### src/rtl/driver_pkg.sv
// Shared opcodes, data width and issuer state encoding for the driver command path.
package driver_pkg;

  localparam int DW = 32;

  localparam logic [31:0] OPC_NOP = 32'd0;
  localparam logic [31:0] OPC_WR  = 32'd1;
  localparam logic [31:0] OPC_ADD = 32'd2;

  typedef enum logic {
    IDLE = 1'b0,
    WAIT = 1'b1
  } state_t;

endpackage

### src/rtl/issuer_rsp_fifo.sv
// Synchronous response FIFO. Pointers wrap modulo DEPTH.
// Push while full is accepted only when a pop frees the head slot in the same cycle.
// A pop on an empty FIFO is ignored, so a same-cycle push into an empty FIFO shows up next cycle.
module issuer_rsp_fifo #(
  parameter int WIDTH = 64,
  parameter int DEPTH = 4
) (
  input  logic                       clock,
  input  logic                       reset,
  input  logic                       push,
  input  logic [WIDTH-1:0]           din,
  input  logic                       pop,
  output logic [WIDTH-1:0]           dout,
  output logic                       full,
  output logic                       empty,
  output logic [$clog2(DEPTH):0]     count
);

  localparam int AW = $clog2(DEPTH);

  logic [WIDTH-1:0] mem [DEPTH];
  logic [AW-1:0]    wptr;
  logic [AW-1:0]    rptr;
  logic [AW:0]      count_q;
  logic             do_push;
  logic             do_pop;

  assign empty   = (count_q == '0);
  assign full    = (count_q == (AW+1)'(DEPTH));
  assign count   = count_q;
  assign dout    = mem[rptr];
  assign do_pop  = pop && !empty;
  assign do_push = push && (!full || do_pop);

  // Pointer and occupancy bookkeeping; reset flushes the FIFO.
  always_ff @(posedge clock) begin
    if (reset) begin
      wptr    <= '0;
      rptr    <= '0;
      count_q <= '0;
    end else begin
      if (do_push) wptr <= wptr + AW'(1);
      if (do_pop)  rptr <= rptr + AW'(1);
      if (do_push && !do_pop)      count_q <= count_q + (AW+1)'(1);
      else if (do_pop && !do_push) count_q <= count_q - (AW+1)'(1);
    end
  end

  // Storage array; contents are don't-care until written.
  always_ff @(posedge clock) begin
    if (do_push) mem[wptr] <= din;
  end

endmodule

### src/rtl/driver_cmd_issuer.sv
// Issues stream commands onto the driver port, one registered cycle each.
// ADD results are sampled RESULT_LAT cycles after the ADD cycle and queued with their id.
// Handshakes: a transfer happens on a rising edge where valid && ready; ready never waits on valid.
module driver_cmd_issuer #(
  parameter int DW         = driver_pkg::DW,
  parameter int RESULT_LAT = 1,
  parameter int RSP_DEPTH  = 4
) (
  input  logic          clock,
  input  logic          reset,
  input  logic          cmd_valid,
  output logic          cmd_ready,
  input  logic [DW-1:0] cmd_opcode,
  input  logic [DW-1:0] cmd_id,
  input  logic [DW-1:0] cmd_in,
  input  logic [DW-1:0] cmd_addr,
  output logic [DW-1:0] drv_opcode,
  output logic [DW-1:0] drv_id,
  output logic [DW-1:0] drv_in,
  output logic [DW-1:0] drv_addr,
  input  logic [DW-1:0] drv_out,
  output logic          rsp_valid,
  input  logic          rsp_ready,
  output logic [DW-1:0] rsp_id,
  output logic [DW-1:0] rsp_data,
  output logic          busy,
  output logic [7:0]    err_cnt,
  output logic          dbg_state
);

  import driver_pkg::*;

  localparam int LAT_W = $clog2(RESULT_LAT + 1);
  localparam int CNT_W = $clog2(RSP_DEPTH) + 1;

  state_t           state_q, state_d;
  logic [LAT_W-1:0] lat_q, lat_d;
  logic [DW-1:0]    add_id_q, add_id_d;
  logic [7:0]       err_q, err_d;
  logic [DW-1:0]    opc_d, id_d, in_d, addr_d;
  logic             push_req;
  logic             fifo_push;
  logic             fifo_full;
  logic             fifo_empty;
  logic [CNT_W-1:0] fifo_count;
  logic [2*DW-1:0]  fifo_dout;
  logic             rsp_free;
  logic             is_nop, is_wr, is_add;

  assign is_nop   = (cmd_opcode == DW'(OPC_NOP));
  assign is_wr    = (cmd_opcode == DW'(OPC_WR));
  assign is_add   = (cmd_opcode == DW'(OPC_ADD));
  assign rsp_free = (fifo_count < CNT_W'(RSP_DEPTH));

  // lat_cnt holds the cycles still to go before drv_out carries the ADD result.
  // It is loaded with RESULT_LAT for the ADD cycle itself, so the sample happens when it reaches 0.
  always_comb begin
    state_d   = state_q;
    lat_d     = lat_q;
    add_id_d  = add_id_q;
    err_d     = err_q;
    opc_d     = '0;
    id_d      = '0;
    in_d      = '0;
    addr_d    = '0;
    cmd_ready = 1'b0;
    push_req  = 1'b0;
    case (state_q)
      IDLE: begin
        cmd_ready = !reset && (!is_add || rsp_free);
        if (cmd_valid && cmd_ready) begin
          if (is_wr || is_add) begin
            opc_d  = cmd_opcode;
            id_d   = cmd_id;
            in_d   = cmd_in;
            addr_d = cmd_addr;
          end
          if (is_add) begin
            add_id_d = cmd_id;
            lat_d    = LAT_W'(RESULT_LAT);
            state_d  = WAIT;
          end else if (!is_wr && !is_nop && (err_q != 8'hFF)) begin
            err_d = err_q + 8'd1;
          end
        end
      end
      WAIT: begin
        if (lat_q == '0) begin
          push_req = 1'b1;
          state_d  = IDLE;
        end else begin
          lat_d = lat_q - LAT_W'(1);
        end
      end
    endcase
  end

  // FSM state, counters and the registered driver port.
  always_ff @(posedge clock) begin
    if (reset) begin
      state_q    <= IDLE;
      lat_q      <= '0;
      add_id_q   <= '0;
      err_q      <= '0;
      drv_opcode <= '0;
      drv_id     <= '0;
      drv_in     <= '0;
      drv_addr   <= '0;
    end else begin
      state_q    <= state_d;
      lat_q      <= lat_d;
      add_id_q   <= add_id_d;
      err_q      <= err_d;
      drv_opcode <= opc_d;
      drv_id     <= id_d;
      drv_in     <= in_d;
      drv_addr   <= addr_d;
    end
  end

  // The slot was reserved at ADD accept; the full gate is only a backstop.
  assign fifo_push = push_req && !fifo_full;

  issuer_rsp_fifo #(
    .WIDTH (2*DW),
    .DEPTH (RSP_DEPTH)
  ) u_rsp_fifo (
    .clock (clock),
    .reset (reset),
    .push  (fifo_push),
    .din   ({add_id_q, drv_out}),
    .pop   (rsp_ready),
    .dout  (fifo_dout),
    .full  (fifo_full),
    .empty (fifo_empty),
    .count (fifo_count)
  );

  assign rsp_valid = !fifo_empty;
  assign rsp_id    = fifo_empty ? '0 : fifo_dout[2*DW-1:DW];
  assign rsp_data  = fifo_empty ? '0 : fifo_dout[DW-1:0];
  assign busy      = (state_q != IDLE) || (drv_opcode != '0);
  assign err_cnt   = err_q;
  assign dbg_state = (state_q == WAIT);

endmodule

### config.mk
export PLATFORM = sky130hd
export DESIGN_NAME = driver_cmd_issuer
export DESIGN_NICKNAME = d
export VERILOG_FILES = /design/src/rtl/driver_pkg.sv /design/src/rtl/issuer_rsp_fifo.sv /design/src/rtl/driver_cmd_issuer.sv
export SDC_FILE = /design/constraint.sdc
export NUM_CORES = 1
export LEC_CHECK = 0
export ABC_CLOCK_PERIOD_IN_PS = 3420
export CORE_UTILIZATION = 45
export CTS_BUF_LIST = sky130_fd_sc_hd__clkbuf_4 sky130_fd_sc_hd__clkbuf_8
export DETAILED_ROUTE_END_ITERATION = 8
export PLACE_DENSITY = 0.77
export SYNTH_ARGS = -nofsm -noshare
export SYNTH_HDL_FRONTEND = slang
export SYNTH_SLANG_ARGS = --single-unit
### constraint.sdc
create_clock -name clock -period 3.42 [get_ports clock]
set_clock_uncertainty 0.15 [all_clocks]
set_input_delay 0.684 -clock clock [delete_from_list [all_inputs] [get_ports clock]]
set_output_delay 0.684 -clock clock [all_outputs]
set_load 0.01 [all_outputs]
# After elaboration in Yosys (flattened, before gate mapping)
# Memories as Yosys holds them, arrays and structs flattened. A register that Yosys moved wholly into a read port is not among the register bits.
# Cells that the tools add are included.
dict set report totals {
  in_bits 164
  ramBits 256
  elab_cells 77
  n_memories 1
  output_inout_bits 204
  reg_bits 177
}
# memory depth width read_ports rd_ports_with_merged_regs write_ports line_no
set memory_table {}
lappend memory_table {u_rsp_fifo.mem 4 64 1 1 1 issuer_rsp_fifo.sv:21} ;# logic [WIDTH-1:0] mem [DEPTH];
dict set report classes {
  order_cmp 1
  n_bitwise 4
  muxes 19
  n_eq_ne 6
  n_reduce_logical 29
  addsub 6
}
# cell n
set op_table {}
lappend op_table {{32-bit 2-to-1 mux} 2}
lappend op_table {{32-bit by 1-bit == test with 1-bit output (second input constant)} 1}
lappend op_table {{32-bit by 2-bit == test with 1-bit output (second input constant)} 1}
lappend op_table {{32-bit zero test} 1}
lappend op_table {{32-bit nonzero test} 1}
lappend op_table {{1-bit 2-to-1 mux} 11}
lappend op_table {{1-bit logical AND} 9}
lappend op_table {{8-bit by 1-bit adder with 8-bit output (second input constant)} 1}
lappend op_table {{1-bit zero test} 8}
lappend op_table {{8-bit inequality test (second input constant)} 1}
lappend op_table {{3-bit 2-to-1 mux} 2}
lappend op_table {{2-bit by 1-bit adder with 2-bit output (second input constant)} 2}
lappend op_table {{1-bit logical OR} 4}
lappend op_table {{2-bit 2-to-1 mux} 2}
lappend op_table {{2-bit inequality test (second input constant)} 2}
lappend op_table {{1-bit NOT} 4}
lappend op_table {{1-bit case mux with 2 select lines} 2}
lappend op_table {{4-bit AND reduction} 1}
lappend op_table {{4-bit OR reduction} 1}
lappend op_table {{3-bit by 1-bit adder with 3-bit output (second input constant)} 1}
lappend op_table {{3-bit == test (second input constant)} 1}
lappend op_table {{3-bit zero test} 1}
lappend op_table {{3-bit less-than comparator (second input constant)} 1}
lappend op_table {{3-bit AND reduction} 1}
lappend op_table {{4 further kinds} 4}

# Logic depth before layout (Yosys ltp)
dict set report logic_depth {
  depth_word 9
  ltp_mapped 8
  mapped_depth_nobuf 8
}

# Hierarchy
# Synthesis repeated with hierarchy kept, for this count alone.
dict set report hier_totals {
  cells_unflattened 914
  hier_area_um2 15282.2
}
# mod seq_area_each_um2 cells_per_inst area_each_um2 n_inst
set modules_own_cells {}
lappend modules_own_cells {issuer_rsp_fifo 7867.5 382 9779.4 1}
lappend modules_own_cells {driver_cmd_issuer 3403.3 532 5502.8 1}

# Worst setup path before layout
# No wires, ideal clock.
dict set report synth_path {
  path_type {reg-to-reg}
  from {reg state_q, in the netlist dbg_state}
  to {mem u_rsp_fifo.mem[1][0], enable pin}
  t_required_ns 2.841
  n_path_buf 0
  period_less_slack_ns 3.236
  stages_incl_launch_ff 4
  setup_ns 0.429
  arrival_ns 2.658
  path_slack_ns 0.184
  cell_sequence {dfxtp_1 > inv_1 > a211oi_1 > and2_1}
}
dict set report synth_via {
  elab_chain_len 5
}
# item line_no
set synth_rtl {}
lappend synth_rtl {{from (decl)} driver_cmd_issuer.sv:36} ;# state_t state_q, state_d;
lappend synth_rtl {{from (signal assigned)} driver_cmd_issuer.sv:110} ;# state_q <= state_d;
lappend synth_rtl {{1-bit 2-to-1 mux} driver_cmd_issuer.sv:68} ;# case (state_q)
lappend synth_rtl {{1-bit logical AND} driver_cmd_issuer.sv:122} ;# assign fifo_push = push_req && !fifo_full;
lappend synth_rtl {{1-bit logical AND} issuer_rsp_fifo.sv:33} ;# assign do_push = push && (!full || do_pop);
lappend synth_rtl {{net u_rsp_fifo.do_push} issuer_rsp_fifo.sv:25} ;# logic do_push;
lappend synth_rtl {{1-bit 2-to-1 mux} issuer_rsp_fifo.sv:51} ;# if (do_push) mem[wptr] <= din;
lappend synth_rtl {{1-bit 2-to-1 mux (not written as such)} issuer_rsp_fifo.sv:51}
lappend synth_rtl {{to (decl)} issuer_rsp_fifo.sv:21}
# The timed path passes the listed nets, and every way through them passes these cells.

==> flow_metrics.env <==
export IMPL_status="finished clean"
export IMPL_die_x_um=186
export IMPL_drt_iter0_markers=426
export IMPL_wl_met2_mm=17.8
export IMPL_row_count=66
export IMPL_vias=8852
export IMPL_drc=0
export IMPL_grt_pass1_vias=9355
export IMPL_crit_cells=4
export IMPL_io_pins=368
export IMPL_met1Wirelength_mm=12.8
export IMPL_syn_inst=875
export IMPL_drt_pass1_iter_count=4
export IMPL_post_route_period_util=0.965
export IMPL_min_period_ns=3.30
export IMPL_synth_most_common_cell="edfxtp_1"
export IMPL_synth_seq_cells=435
export IMPL_slowest_delay_ns=0.52
export IMPL_drive_above_1_share=0.163
export IMPL_hpwl_mm=22.0
export IMPL_synth_seq_area_share=0.742
export IMPL_antenna_found_initial=4
export IMPL_grt_max_degree=97
export IMPL_clk_latency_ns=0.58
export IMPL_path_buf_inv=2
export IMPL_ir_drop_mv=0.344
export IMPL_cts_root_buf="clkbuf_8"
export IMPL_critical_path_top_delay_family="buffers and inverters"
export IMPL_postPlaceCellArea_sq_um=19600
export IMPL_crit_path_end="rsp_id[21]"
export IMPL_h_tree_depth=3
export IMPL_yosysTopAreaCellShare=0.506
export IMPL_fin_cells=1822
export IMPL_grt_total_usage=0.199
export IMPL_nets=1492
export IMPL_relSlewSlack=0.646
export IMPL_synthArstFlopShare=0
export IMPL_cp_required_ns=2.59
export IMPL_tightest_slew_ns=0.531
export IMPL_yosys_cell_types_count=42
export IMPL_io_buffers=367
export IMPL_dr_wl_met3_mm=2.48
export IMPL_cts_tree="yes"
export IMPL_drv_cap=0
export IMPL_grt_pass1_wl_mm=50.8
export IMPL_cts_max_path_buffers=3
export IMPL_post_cts_setup_buffers=0
export IMPL_yosys_warnings=0
export IMPL_yosysTopAreaCell="edfxtp_1"
export IMPL_worstPathCellList="buf_16, mux4_2, and2_1, clkdlybuf4s50_1"
export IMPL_final_area_sq_um=21100
export IMPL_fin_tns_setup_ns=0
export IMPL_wire_per_inst_um=18.7
export IMPL_slowest_stage="mux4_2"
export IMPL_crit_type="flip-flop to output port"
export IMPL_gp_congestion=0.797
export IMPL_cp_max_fo=25
export IMPL_coreArea_sq_um=32900
export IMPL_hold_viol=0
export IMPL_die_area_sq_um=34500
export IMPL_clkTransAtPathRegs_ns=0.06
export IMPL_clkSinkCount=435
export IMPL_synth_edf_count=256
export IMPL_worst_ep_arrival_time_ns=2.47
export IMPL_yosys_top_cells_area="edfxtp_1 51%, dfxtp_1 24%, mux4_2 9.5%"
export IMPL_rrSetupSlack_ns=0.94
export IMPL_slew_viol_final=0
export IMPL_reg2reg_from="dbg_state"
export IMPL_max_freq_mhz=303
export IMPL_fp_dieH_um=186
export IMPL_areaGrowthSynthToFinish_pct=38.8
export IMPL_routed_top_layer="met5"
export IMPL_setup_viol=0
export IMPL_synth_common_cells="256 x edfxtp_1, 179 x dfxtp_1, 165 x and2_1, 64 x mux4_2, 46 x nor2_1"
export IMPL_p_per_area_nw_per_um2=491
export IMPL_start_util=0.462
export IMPL_startpoint_type="flip-flop"
export IMPL_p_leak_nw=6.93
export IMPL_cp_end_kind="output port"
export IMPL_rr_endpoint="u_rsp_fifo.count[2]"
export IMPL_hold_path_class="flip-flop to flip-flop"
export IMPL_cts_buffers_inserted=69
export IMPL_wl_mm=34.1
export IMPL_dp_cells=1691
export IMPL_ant_nets=0
export IMPL_synth_avg_cell_area_sq_um=17.3
export IMPL_hold_worst_slack_ns=0.339
export IMPL_synthFlopType="edfxtp_1"
export IMPL_ff2ff_path_depth=9
export IMPL_grt_overflow_total=0
export IMPL_rsz0062_at_grt="no"
export IMPL_viasPerCell=4.86
export IMPL_netlist_area_sq_um=15200
registers in the layout (all words and copies together), names as in the netlist, 2 cells and up, named ones only:
register          count
u_rsp_fifo.wptr       2
u_rsp_fifo.count      3
drv_addr             32
u_rsp_fifo.mem      256
err_cnt               8
drv_in               32
add_id_q             32
u_rsp_fifo.rptr       2
drv_opcode           32
drv_id               32
report_power, final:
part	leakage [nW]	total [mW]	internal, mW	switching [mW]
clock	0.770	4.49	2.53	1.96
combinational	2.67	0.306	0.206	0.100
sequential	3.49	5.54	5.53	0.0124
total	6.93	10.3	8.26	2.07
cells by family after synthesis:
family,count (synthesis),share of synthesized area
fa+ha+maj,7,0.00626
mux,99,0.118
xor+xnor,5,0.00288
buf+inv,48,0.0181
other cells,1,0.000247
compound gates,21,0.0106
simple gates,259,0.101
flops,435,0.742
cell type report:
| cell class | count | area [sq um] |
|---|---|---|
| fillers | 2420 | 11800 |
| flip-flops and latches | 435 | 11300 |
| inverters | 6 | 22.5 |
| clock buffers | 108 | 1310 |
| repair buffers | 388 | 3990 |
| diodes | 3 | 7.51 |
| well taps | 442 | 553 |
| multi-input cells | 421 | 3770 |
| clock inverters | 19 | 144 |
cells in the final DEF, fill, tap and decap left out, types with 2 or more instances in the layout:
| master | n |
|---|---|
| mux2i_1 | 34 |
| buf_4 | 10 |
| nor4_2 | 6 |
| dfxtp_4 | 2 |
| nand2_1 | 9 |
| nand4_2 | 2 |
| clkdlybuf4s50_1 | 365 |
| xor2_1 | 4 |
| clkinv_1 | 7 |
| a21oi_1 | 8 |
| clkbuf_8 | 79 |
| mux4_2 | 64 |
| edfxtp_1 | 256 |
| o31ai_1 | 3 |
| nor4_1 | 9 |
| o21ai_0 | 3 |
| nand3_1 | 5 |
| and2_1 | 161 |
| clkinv_2 | 5 |
| buf_16 | 2 |
| and2_4 | 4 |
| or3_1 | 2 |
| nor2b_1 | 2 |
| nand2b_1 | 2 |
| conb_1 | 30 |
| clkbuf_4 | 29 |
| ha_1 | 6 |
| inv_8 | 2 |
| inv_1 | 6 |
| nand4_1 | 2 |
| or4_1 | 5 |
| buf_12 | 8 |
| nor2_1 | 46 |
| clkinvlp_4 | 2 |
| diode_2 | 3 |
| dfxtp_1 | 177 |
through the flow:
step / power, mW / utilization / setup WS [ns]
after global routing: 10.7 / 0.641 / 0.00192
after CTS: 10.5 / 0.640 / 0.00371
after global placement: 5.96 / 0.595 / 0.157
final: 10.3 / 0.641 / 0.121
after detailed placement: 5.96 / 0.595 / 0.134
after floorplan: 5.69 / - / 0.184
metal layers:
layer,track usage,up-vias
li1,-,4109
met1,0.223,4342
met2,0.352,337
met3,0.0528,62
met4,0.0938,2
met5,0,-
worst min-delay path by stage:
stage                      startpoint                    end  slack (ns)  cells past startpoint
after floorplan           add_id_q[0]  u_rsp_fifo.mem[0][32]        0.31                      0
after global placement    add_id_q[4]  u_rsp_fifo.mem[3][36]        0.32                      0
after detailed placement  add_id_q[9]  u_rsp_fifo.mem[0][41]        0.34                      0
after CTS                 add_id_q[3]  u_rsp_fifo.mem[2][35]        0.34                      0
after global routing      add_id_q[3]  u_rsp_fifo.mem[2][35]        0.36                      0
final                     add_id_q[3]  u_rsp_fifo.mem[2][35]        0.34                      0
timing repair:
| action | 4_1_cts | 5_1_grt |
|---|---|---|
| cloned | 0 | 1 |
| gates resized for setup | 2 | 3 |
| pin swaps | 0 | 0 |
| hold buffers | 0 | 0 |
| endpoints found under the setup margin | 51 | 13 |
No activity file was read; power rests on OpenSTA's default activity.
